`src/rtl/video_timing_generator_pkg.sv`:
```
// Shared types and constants for the raster timing generator and its pattern sequencer.
package video_timing_generator_pkg;

  localparam int unsigned WIDTH  = 1280;
  localparam int unsigned HEIGHT = 1024;

  localparam int unsigned CNT_W  = 12;
  localparam int unsigned IMG_W  = 4;
  localparam int unsigned FCNT_W = 8;

  // 12'hfff is reserved as the "outside active region" coordinate
  localparam logic [CNT_W-1:0] COORD_BLANK = 12'hfff;

  localparam logic [IMG_W-1:0] IMAGE_STATE_0 = 4'b0001;
  localparam logic [IMG_W-1:0] IMAGE_STATE_1 = 4'b0010;
  localparam logic [IMG_W-1:0] IMAGE_STATE_2 = 4'b0100;
  localparam logic [IMG_W-1:0] IMAGE_STATE_3 = 4'b1000;

  typedef logic [CNT_W-1:0] coord_t;
  typedef logic [IMG_W-1:0] image_state_t;

  // Registered timing payload handed to the test-screen generator
  typedef struct packed {
    coord_t x;
    coord_t y;
    logic   de;
    logic   hsync;
    logic   vsync;
    logic   frame_start;
  } timing_t;

  // Next pattern in the rotation; any illegal encoding recovers to the first pattern
  function automatic image_state_t next_image_state(input image_state_t s);
    image_state_t r;
    case (s)
      IMAGE_STATE_0: r = IMAGE_STATE_1;
      IMAGE_STATE_1: r = IMAGE_STATE_2;
      IMAGE_STATE_2: r = IMAGE_STATE_3;
      IMAGE_STATE_3: r = IMAGE_STATE_0;
      default:       r = IMAGE_STATE_0;
    endcase
    return r;
  endfunction

endpackage

```
`src/rtl/video_timing_generator_image_state_sequencer.sv`:
```
// Pattern sequencer: rotates the one-hot image select only on frame-start edges,
// either every FRAMES_PER_IMAGE frames or on a (collapsed) manual request.
module video_timing_generator_image_state_sequencer
  import video_timing_generator_pkg::*;
#(
  parameter int unsigned FRAMES_PER_IMAGE = 120
) (
  input  logic             i_clk,
  input  logic             i_rst,
  input  logic             i_boundary,
  input  logic             i_auto_cycle,
  input  logic             i_next_image,
  output logic [IMG_W-1:0] o_image_state
);

  localparam logic [FCNT_W-1:0] FCNT_LAST = FCNT_W'(FRAMES_PER_IMAGE - 1);

  image_state_t      r_image_state, w_image_state;
  logic [FCNT_W-1:0] r_fcnt, w_fcnt;
  logic              r_pending, w_pending;
  logic              r_started, w_started;
  logic              w_advance;

  // Next-state: the first boundary after reset opens frame 0 of the current
  // pattern, so it only honours a manual request and never counts as an elapsed frame
  always_comb begin
    w_image_state = r_image_state;
    w_fcnt        = r_fcnt;
    w_pending     = r_pending;
    w_started     = r_started;
    w_advance     = 1'b0;
    if (i_boundary) begin
      w_started = 1'b1;
      w_advance = r_pending || i_next_image ||
                  (i_auto_cycle && r_started && (r_fcnt == FCNT_LAST));
      if (w_advance) begin
        w_image_state = next_image_state(r_image_state);
        w_pending     = 1'b0;
        w_fcnt        = '0;
      end else if (i_auto_cycle && r_started) begin
        w_fcnt = r_fcnt + 1'b1;
      end else begin
        w_fcnt = '0;
      end
    end else if (i_next_image) begin
      w_pending = 1'b1;
    end
  end

  // State registers
  always_ff @(posedge i_clk) begin
    if (i_rst) begin
      r_image_state <= IMAGE_STATE_0;
      r_fcnt        <= '0;
      r_pending     <= 1'b0;
      r_started     <= 1'b0;
    end else begin
      r_image_state <= w_image_state;
      r_fcnt        <= w_fcnt;
      r_pending     <= w_pending;
      r_started     <= w_started;
    end
  end

  assign o_image_state = r_image_state;

endmodule

```
`src/rtl/video_timing_generator.sv`:
```
// Raster timing source: pixel/line counters, registered coordinates, DE, syncs,
// frame-start strobe, and the frame-aligned pattern sequencer.
module video_timing_generator
  import video_timing_generator_pkg::*;
#(
  parameter int unsigned H_ACTIVE         = WIDTH,
  parameter int unsigned H_FP             = 48,
  parameter int unsigned H_SYNC           = 112,
  parameter int unsigned H_BP             = 248,
  parameter int unsigned V_ACTIVE         = HEIGHT,
  parameter int unsigned V_FP             = 1,
  parameter int unsigned V_SYNC           = 3,
  parameter int unsigned V_BP             = 38,
  parameter logic        SYNC_POL         = 1'b0,
  parameter int unsigned FRAMES_PER_IMAGE = 120
) (
  input  logic        Clock,
  input  logic        Reset,
  input  logic        AutoCycle,
  input  logic        NextImage,
  output logic [11:0] x,
  output logic [11:0] y,
  output logic        DE,
  output logic        HSync,
  output logic        VSync,
  output logic        FrameStart,
  output logic [3:0]  ImageState
);

  localparam int unsigned H_TOTAL      = H_ACTIVE + H_FP + H_SYNC + H_BP;
  localparam int unsigned V_TOTAL      = V_ACTIVE + V_FP + V_SYNC + V_BP;
  localparam int unsigned H_SYNC_START = H_ACTIVE + H_FP;
  localparam int unsigned H_SYNC_END   = H_SYNC_START + H_SYNC;
  localparam int unsigned V_SYNC_START = V_ACTIVE + V_FP;
  localparam int unsigned V_SYNC_END   = V_SYNC_START + V_SYNC;

  localparam timing_t OUT_RST = '{
    x:           COORD_BLANK,
    y:           COORD_BLANK,
    de:          1'b0,
    hsync:       ~SYNC_POL,
    vsync:       ~SYNC_POL,
    frame_start: 1'b0
  };

  coord_t  r_hcnt, r_vcnt;
  timing_t r_out, w_out;
  logic    w_hwrap, w_vwrap;
  logic    w_h_active, w_v_active;
  logic    w_hsync_on, w_vsync_on;
  logic    w_boundary;

  assign w_hwrap    = (r_hcnt == CNT_W'(H_TOTAL - 1));
  assign w_vwrap    = (r_vcnt == CNT_W'(V_TOTAL - 1));
  assign w_h_active = (r_hcnt < CNT_W'(H_ACTIVE));
  assign w_v_active = (r_vcnt < CNT_W'(V_ACTIVE));
  assign w_hsync_on = (r_hcnt >= CNT_W'(H_SYNC_START)) && (r_hcnt < CNT_W'(H_SYNC_END));
  assign w_vsync_on = (r_vcnt >= CNT_W'(V_SYNC_START)) && (r_vcnt < CNT_W'(V_SYNC_END));
  assign w_boundary = (r_hcnt == '0) && (r_vcnt == '0);

  // Pixel and line counters; the line counter steps when the pixel counter wraps
  always_ff @(posedge Clock) begin
    if (Reset) begin
      r_hcnt <= '0;
      r_vcnt <= '0;
    end else begin
      r_hcnt <= w_hwrap ? '0 : r_hcnt + 1'b1;
      if (w_hwrap) begin
        r_vcnt <= w_vwrap ? '0 : r_vcnt + 1'b1;
      end
    end
  end

  // Decode the current counter position into the timing payload
  always_comb begin
    w_out             = OUT_RST;
    w_out.x           = w_h_active ? r_hcnt : COORD_BLANK;
    w_out.y           = w_v_active ? r_vcnt : COORD_BLANK;
    w_out.de          = w_h_active && w_v_active;
    w_out.hsync       = w_hsync_on ? SYNC_POL : ~SYNC_POL;
    w_out.vsync       = w_vsync_on ? SYNC_POL : ~SYNC_POL;
    w_out.frame_start = w_boundary;
  end

  // Output register: every timing output lags its counter state by one clock
  always_ff @(posedge Clock) begin
    if (Reset) begin
      r_out <= OUT_RST;
    end else begin
      r_out <= w_out;
    end
  end

  assign x          = r_out.x;
  assign y          = r_out.y;
  assign DE         = r_out.de;
  assign HSync      = r_out.hsync;
  assign VSync      = r_out.vsync;
  assign FrameStart = r_out.frame_start;

  video_timing_generator_image_state_sequencer #(
    .FRAMES_PER_IMAGE (FRAMES_PER_IMAGE)
  ) u_seq (
    .i_clk         (Clock),
    .i_rst         (Reset),
    .i_boundary    (w_boundary),
    .i_auto_cycle  (AutoCycle),
    .i_next_image  (NextImage),
    .o_image_state (ImageState)
  );

endmodule

```
`config.mk`:
```
export PLATFORM = sky130hd
export DESIGN_NAME = video_timing_generator
export DESIGN_NICKNAME = d
export VERILOG_FILES = /design/src/rtl/video_timing_generator_pkg.sv /design/src/rtl/video_timing_generator_image_state_sequencer.sv /design/src/rtl/video_timing_generator.sv
export SDC_FILE = /design/constraint.sdc
export NUM_CORES = 1
export LEC_CHECK = 0
export BUFFER_PORTS_ARGS = -buffer_cell sky130_fd_sc_hd__buf_2
export CAP_MARGIN = 40
export CORE_ASPECT_RATIO = 2
export CORE_UTILIZATION = 40
export CTS_BUF_LIST = sky130_fd_sc_hd__clkbuf_16
export CTS_CLUSTER_SIZE = 14
export DETAILED_ROUTE_END_ITERATION = 8
export SLEW_MARGIN = 15
export SYNTH_ARGS = -nofsm -noshare
export SYNTH_HDL_FRONTEND = slang
export SYNTH_SLANG_ARGS = --single-unit
```
`constraint.sdc`:
```
create_clock -name Clock -period 4.4 [get_ports Clock]
set_input_delay 0.44 -clock Clock [delete_from_list [all_inputs] [get_ports Clock]]
set_output_delay 0.44 -clock Clock [all_outputs]
set_load 0.01 [all_outputs]
```
==> metrics, run 1 <==
DP Worst Slack 2.37 ns; Clock Sinks 66; status finished, final reports clean; Synth Flop Type dfxtp_1; Post-CTS Hold Buffers 0; Slew @ Worst Pin 0.638 ns; period utilisation layout 45.2%; drt pass-1 iters 7; I/O pin total 36; TritonCTS clock tree done; Lkg Pwr 0.00131 µW; first-pass GRT wire length 10200 µm; GRT Total Usage 18.8%; Die ar. 7440 µm²; worst setup margin 2.41 ns; sequential element share of the synthesized area 46.7%; DP Wirelength 4470 µm; post-cts resize count 0; Finished Cell Area 3320 µm²; crit end category flip-flop; CP Launch Type flip-flop; worst IR drop on VDD 0.000339 V; cell with the most instances after synthesis dfxtp_1; skew final 0.00502 ns; post-synth cell types 48; Die Wd 61.5 µm; Via Count 2317; post-synthesis instance total 297; Worst Path Required 4.60 ns; leading area contributor after synthesis dfxtp_1; Max clock buf depth 2; H-tree depth 3; hold_ws 0.458 ns; fmax 503 MHz; clock root buffer clkbuf_16; routed vias/inst 5.43; syn nets 307; max incr delay on CP 0.43 ns; port bufs 35; Worst Setup Path Type reg2reg; slowest stage cell, crit path o311ai_1; Worst-Skew Late Latency 0.33 ns; DRT iter0 DRCs 108; total gr overflow 0; placer's final routability congestion estimate 0.900; Worst Path Buf+Inv 1; Final min period 1.99 ns; number of global-route vias before repair 2164; Post-Route WL 6200 µm; Starting Density 41.1%; Site Rows 43; Top Usage Layer GRT met2; delay-heaviest family, CP simple AND/OR/NAND/NOR gates; total CTS buffers 9; syn_area_per_cell 9.53 µm²; P per Cell Area 424 nW/µm²; Synth top cells by count 66 x dfxtp_1, 22 x nand2_1, 19 x nor2_1; post-synth top area share 46.7%; met3 usage in global routing 4.90%; NumNets Final 342; CP cell instances inv_1, ha_1, nor4b_2, nand3_2, o311ai_1, o41ai_1; M1 GR Usage 20.3%; fraction of registers with async set/reset 0%; Seq cells post-synth 66; layout cells sized above 1 23.4%; Post-CTS Setup Bufs 0; Residual DRC 0; max cap viols 0; Slew Limit Fails 0; ANT cells 0; P&R area growth vs syn 17.1%; met2 Use GR 31.5%; YS warnings 0; RSZ-0062 raised after global routing false; Die Height 121 µm; pin count of the biggest net entering global routing 26; Worst EP arrival 2.19 ns; Slew headroom 57.1%; WL/cell 14.5 µm; TNS Setup 0 ns; antenna violations before repair 0; dpl cell area 3030 µm²; CP Max Fanout 9; total power 1410 µW; Fin. Hold Viols 0; HP Class in2reg; Core Region 6890 µm²; Post-Synthesis Cell Area 2830 µm²; Clock transition at path regs 0.05 ns; post-route ant nets 0; Final Setup Violations 0; ranking of synthesized cells by area dfxtp_1 47%, a21oi_1 3.0%, nand2_1 2.9%, nand3_1 2.8%, xor2_1 2.8%; Post-synth EDFFs 0
[tightest hold or removal path, stage by stage]
cell and delay (ns):
buf_2 0.08, or2_2 0.10, and3_1 0.13
[cell type report]
class	count	area (µm²)
Clock buffer	9	225
Clock inverter	7	60.1
Fill cell	703	3570
Inverter	13	48.8
Multi-Input combinational cell	206	1370
Sequential cell	66	1320
Tap cell	90	113
Timing Repair Buffer	36	183
[path summary, 6_finish.rpt]
path / startpoint / end / cells after the start / slack [ns]
hold / removal: NextImage / u_seq.r_pending / 3 / 0.46
setup / recovery: r_vcnt[0] / u_seq.r_fcnt[2] / 6 / 2.41
setup reg to reg: r_vcnt[0] / u_seq.r_fcnt[2] / 6 / 2.41
hold reg to reg: u_seq.r_started / u_seq.r_started / 2 / 0.47
[cells by family (layout without fill, tap and decap cells)]
family | Yosys count | count (layout) | synth area share [%]
compound gates | 46 | 46 | 10.6
mux | 5 | 5 | 1.77
flops | 66 | 66 | 46.7
fa+ha+maj | 6 | 6 | 2.65
buf+inv | 25 | 65 | 5.13
simple gates | 138 | 138 | 29.8
xor+xnor | 11 | 11 | 3.40
[flip-flops by register name (all words and copies together), names as in the netlist, 4 cells and up]
register             cells
u_seq.r_fcnt             8
r_hcnt                  12
r_vcnt                  12
u_seq.o_image_state      4
x                       12
y                       12
[where the power goes]
part,internal (µW),switching [µW],total (µW)
registers,620,12.7,633
logic,40.2,55.8,96.0
clock network,430,246,676
[layout by cell type (no fill, tap or decap), drive strengths merged, types with 5 or more instances in the layout]
cell type,n
mux2i,5
ha,6
buf,36
nand3,18
o21ai,8
o32ai,5
dfxtp,66
clkbuf,9
a21oi,17
nand4,10
clkinv,5
nor3,9
or3,5
and4,8
and3,12
nor2,19
or2,12
nand2,22
nand2b,8
xor2,9
inv,13
a211oi,6
[through the flow]
stage	util, %	cells
floorplan	-	297
global placement	43.9	410
detailed placement	44.0	411
CTS	48.1	427
global route	48.1	427
finish	48.1	427
[layer usage]
metal	part of all wire (%)	routed length, µm
met5	0	0
met1	39	2450
met2	54	3340
met3	3.4	209
met4	3.3	202
Power figures use the tool's default switching activity.
==> run 2, diff against run 1 <==
- clock period: 4.4 -> 1.9 ns (I/O delays scaled with it)
==> metrics, run 2 (synthesis gave the netlist of run 1 again) <==
status finished, final reports clean (unchanged); placer's final routability congestion estimate 0.870 (was 0.900); period utilisation layout 96.7% (was 45.2%); DRT iter0 DRCs 88 (was 108); internal power 2540 µW (was 1090 µW); Worst Path Buf+Inv 2 (was 1); worst IR drop on VDD 0.000547 V (was 0.000339 V); routed vias/inst 5.23 (was 5.43); Worst EP arrival 2.02 ns (was 2.19 ns); Fin. Hold Viols 0 (unchanged); Lkg Pwr 0.00147 µW (was 0.00131 µW); worst reg2reg startpoint r_hcnt[0] (was r_vcnt[0]); skew final 0.00583 ns (was 0.00502 ns); clock root buffer clkbuf_16 (unchanged); Clock Sinks 66 (unchanged); Worst Setup Path Type reg2reg (unchanged); Residual DRC 0 (unchanged); Worst-Skew Late Latency 0.32 ns (was 0.33 ns); total gr overflow 0 (unchanged); Core Region 6890 µm² (unchanged); Slew @ Worst Pin 0.360 ns (was 0.638 ns); TritonCTS clock tree done (unchanged); met3 usage in global routing 4.58% (was 4.90%); Via Count 2370 (was 2317); delay-heaviest family, CP compound AO/OA/AOI/OAI gates (was simple AND/OR/NAND/NOR gates); worst setup margin 0.0635 ns (was 2.41 ns); P per Cell Area 917 nW/µm² (was 424 nW/µm²); slowest stage cell, crit path o311ai_1 (unchanged); drt pass-1 iters 6 (was 7); H-tree depth 3 (unchanged); Slew headroom 75.8% (was 57.1%); Clk pwr share 47.8% (was 48.1%); pin count of the biggest net entering global routing 16 (was 26); Net Sw Power 727 µW (was 314 µW); Final Setup Violations 0 (unchanged); HP Class in2reg (unchanged); Switching Share 22.2% (was 22.4%); Max clock buf depth 2 (unchanged); most common cell after layout, fill and taps aside dfxtp_1 (unchanged); Post-CTS Hold Buffers 0 (unchanged); P&R area growth vs syn 25.9% (was 17.1%); Final min period 1.84 ns (was 1.99 ns); CP Launch Type flip-flop (unchanged); Clock transition at path regs 0.05 ns (about the same); first-pass GRT wire length 10400 µm (was 10200 µm); NumNets Final 368 (was 342); total CTS buffers 9 (unchanged); M1 GR Usage 19.7% (was 20.3%); Die ar. 7440 µm² (unchanged); met2 Use GR 32.7% (was 31.5%); Comb power frac 7.4% (was 6.8%); GRT Total Usage 19.0% (was 18.8%); path depth of the worst reg2reg path 7 (was 6); DP Wirelength 4670 µm (was 4470 µm); max incr delay on CP 0.36 ns (was 0.43 ns); layout cells sized above 1 30.6% (was 23.4%); CP cell instances inv_1, ha_1, nor4b_2, nand4_2, buf_4, o311ai_1, o41ai_2 (was inv_1, ha_1, nor4b_2, nand3_2, o311ai_1, o41ai_1); DP Worst Slack 0.00579 ns (was 2.37 ns); Die Height 121 µm (unchanged); I/O pin total 36 (unchanged); crit path launch r_hcnt[0] (was r_vcnt[0]); Top Usage Layer GRT met2 (unchanged); Slew Limit Fails 0 (unchanged); max cap viols 0 (unchanged); port bufs 35 (unchanged); WL/cell 14.2 µm (was 14.5 µm); FF-to-FF End u_seq.r_fcnt[2] (unchanged); Worst Path Required 2.09 ns (was 4.60 ns); hold_sp NextImage (unchanged); Starting Density 41.1% (unchanged); number of global-route vias before repair 2229 (was 2164); ANT cells 0 (unchanged); hold_ws 0.224 ns (was 0.458 ns); crit end category flip-flop (unchanged); Post-Route WL 6440 µm (was 6200 µm); WHS Endpoint u_seq.r_pending (unchanged); CP Max Fanout 10 (was 9); most frequent cells in the layout 66 x dfxtp_1, 35 x buf_2, 26 x buf_4 (was 66 x dfxtp_1, 35 x buf_2, 22 x nand2_1); Site Rows 43 (unchanged); TNS Setup 0 ns (unchanged); post-route ant nets 0 (unchanged); R2R setup slack 0.06 ns (was 2.41 ns); antenna violations before repair 0 (unchanged); Die Wd 61.5 µm (unchanged); Seq pwr share 44.8% (was 45.1%); Hold Path Depth 3 (unchanged); fmax 545 MHz (was 503 MHz)
run 2: layer usage:
metal / vias up / routed length, µm
li1: 1204 / -
met3: 17 / 171
met2: 44 / 3480
met5: - / 0
met1: 1105 / 2590
met4: 0 / 197
run 2: worst max path at each step:
stage	end	slack, ns	depth (start not counted)
floorplan	u_seq.o_image_state[0]	0.25	6
global placement	u_seq.o_image_state[2]	0.05	6
detailed placement	u_seq.o_image_state[3]	0.006	6
CTS	u_seq.o_image_state[3]	0.06	6
global route	u_seq.r_fcnt[2]	-0.04	7
finish	u_seq.r_fcnt[2]	0.06	7
run 2: worst reg2reg max path, delay by kind of cell, from the launching register on:
family / cells / cell delay, ns
AO/OA/AOI/OAI: 2 / 0.51
AND/OR/NAND/NOR: 2 / 0.39
buffers and inverters: 2 / 0.31
adder cells (fa/ha/maj): 1 / 0.14
flip-flops: 1 / 0.35
run 2: final cells by class:
cell class,instances,area [µm²]
clock inverters,7,61.3
inverters,13,48.8
fillers,714,3320
well taps,90,113
repair buffers,62,390
clock buffers,9,225
flip-flops and latches,66,1320
multi-input cells,206,1410
run 2: repair_timing:
item                       4_1_cts  5_1_grt
resized for setup                2        7
pin swaps                        2        1
buffers inserted                 0        3
setup endpoints to repair        5        7
hold endpoints to repair         0        0
run 2: metrics by stage:
step	total power [µW]	cell area, µm²	util [%]	instances
floorplan	1640	2830	-	297
global placement	1730	3220	46.7	434
detailed placement	1740	3220	46.7	434
CTS	3300	3510	51.0	450
global route	3400	3570	51.8	453
finish	3270	3570	51.8	453
run 2: power groups by stage:
stage / registers, µW / logic [µW] / clock network (µW)
4_1_cts: 1460 / 244 / 1600
6_report: 1460 / 243 / 1560
3_5_place_dp: 1490 / 242 / 0
2_1_floorplan: 1510 / 129 / 0
5_1_grt: 1470 / 269 / 1660
3_3_place_gp: 1490 / 240 / 0
==> run 3, diff against run 2 <==
- CORE_UTILIZATION: 40 -> 50
- PLACE_DENSITY: unset -> 0.7
- SETUP_SLACK_MARGIN: unset -> 0.15
==> metrics, run 3 (synthesis gave the netlist of run 1 again) <==
M1 GR Usage 24.1% (was 19.7%); Via Count 2430 (was 2370); Final Setup Violations 0 (unchanged); status finished, final reports clean (unchanged); number of global-route vias before repair 2394 (was 2229); Die ar. 5990 µm² (was 7440 µm²); Slew @ Worst Pin 0.416 ns (was 0.360 ns); placer's final routability congestion estimate 0.871 (was 0.870); Post-Route WL 6640 µm (was 6440 µm); skew final 0.00553 ns (was 0.00583 ns); TritonCTS clock tree done (unchanged); post-route ant nets 0 (unchanged); Max clock buf depth 2 (unchanged); Switching Share 21.7% (was 22.2%); worst IR drop on VDD 0.00102 V (was 0.000547 V); DP Wirelength 4580 µm (was 4670 µm); Final min period 1.72 ns (was 1.84 ns); P&R area growth vs syn 27.3% (was 25.9%); NumNets Final 372 (was 368); Worst Path Required 2.15 ns (was 2.09 ns); Seq pwr share 42.6% (was 44.8%); Comb power frac 7.8% (was 7.4%); I/O pin total 36 (unchanged); Clock transition at path regs 0.05 ns (about the same); H-tree depth 3 (unchanged); P per Cell Area 954 nW/µm² (was 917 nW/µm²); max cap viols 0 (unchanged); antenna violations before repair 0 (unchanged); Starting Density 52.2% (was 41.1%); Residual DRC 0 (unchanged); Sequential Area 1330 µm² (was 1320 µm²); met3 usage in global routing 5.26% (was 4.58%); Worst Setup Path Type reg2reg (unchanged); total CTS buffers 9 (unchanged); GRT Total Usage 23.4% (was 19.0%); Die Height 108 µm (was 121 µm); RSZ-0062 raised after global routing true; Site Rows 38 (was 43); Clock Sinks 66 (unchanged); ANT cells 0 (unchanged); Finished Cell Area 3600 µm² (was 3570 µm²); DRT iter0 DRCs 86 (was 88); Worst EP arrival 1.98 ns (was 2.02 ns); multi-input logic area 1430 µm² (was 1410 µm²); period utilisation layout 90.6% (was 96.7%); port bufs 35 (unchanged); WL/cell 15.6 µm (was 14.2 µm); Filler cells 451 (was 714); Core Region 5420 µm² (was 6890 µm²); Worst-Skew Late Latency 0.33 ns (was 0.32 ns); Slew headroom 72.2% (was 75.8%); worst setup margin 0.178 ns (was 0.0635 ns); Slew Limit Fails 0 (unchanged); fmax 581 MHz (was 545 MHz); crit end category flip-flop (unchanged); Top Usage Layer GRT met2 (unchanged); TNS Setup 0 ns (unchanged); Clk pwr share 49.6% (was 47.8%); CP Max Fanout 5 (was 10); layout cells sized above 1 34.1% (was 30.6%); internal power 2690 µW (was 2540 µW); drt pass-1 iters 5 (was 6); Die Wd 55.2 µm (was 61.5 µm); Post-CTS Hold Buffers 0 (unchanged); pin count of the biggest net entering global routing 16 (unchanged); HP Class in2reg (unchanged); DP Worst Slack -0.0445 ns (was 0.00579 ns); Lkg Pwr 0.00151 µW (was 0.00147 µW); dpl cell area 3190 µm² (was 3220 µm²); routed vias/inst 5.69 (was 5.23); hold_ws 0.210 ns (was 0.224 ns); clock root buffer clkbuf_16 (unchanged); Net Sw Power 745 µW (was 727 µW); Fin. Hold Viols 0 (unchanged); first-pass GRT wire length 10900 µm (was 10400 µm); met2 Use GR 43.1% (was 32.7%); most common cell after layout, fill and taps aside dfxtp_1 (unchanged); CP Launch Type flip-flop (unchanged); most frequent cells in the layout 59 x dfxtp_1, 35 x buf_2, 29 x buf_4 (was 66 x dfxtp_1, 35 x buf_2, 26 x buf_4); total gr overflow 0 (unchanged)
## run 3: cell type report
| type | instances | share of cell area (%) |
|---|---|---|
| multi-input combinational | 206 | 39.5 |
| sequential | 66 | 36.9 |
| timing repair buffer | 66 | 11.5 |
| clock buffer | 9 | 6.25 |
| clock inverter | 7 | 2.36 |
| tap | 60 | 2.08 |
| inverter | 13 | 1.35 |
## run 3: per-layer routing
metal  wire [µm]  vias up
met4         150        0
met1        2670     1172
met3         169       12
li1            -     1201
met2        3660       45
met5           0        -
## run 3: worst max-delay path, cell delays in order (launching register included)
cell and delay (ns):
dfxtp_2 0.34, inv_2 0.07, ha_1 0.14, nor4b_4 0.24, nand4_2 0.16, buf_6 0.17, nor3_4 0.31, mux2i_1 0.23
## run 3: path summary, 6_finish.rpt
kind         startpoint                endpoint  slack (ns)  cells after the start
max           r_hcnt[1]  u_seq.o_image_state[0]        0.18                      7
min           NextImage         u_seq.r_pending        0.21                      3
max reg2reg   r_hcnt[1]  u_seq.o_image_state[0]        0.18                      7
min reg2reg   r_hcnt[0]               r_hcnt[0]        0.45                      1
## run 3: power groups by stage
stage / Sequential, µW / Combinational, µW / Clock [µW]
after global routing: 1470 / 290 / 1790
after CTS: 1460 / 265 / 1730
final: 1470 / 267 / 1710
after floorplan: 1510 / 129 / 0
after global placement: 1490 / 241 / 0
after detailed placement: 1490 / 246 / 0
## run 3: through the flow
step	power [µW]	utilization, %	cells
floorplan	1640	-	297
global placement	1730	58.8	407
detailed placement	1740	58.8	407
CTS	3460	65.6	426
global route	3550	66.5	427
finish	3440	66.5	427
## run 3: what timing repair did
item | 4_1_cts | 5_1_grt
resized for setup | 8 | 15
buffers inserted | 3 | 1
setup endpoints to repair | 10 | 20
pin swaps | 3 | 6
endpoints found under the hold margin | 0 | 0
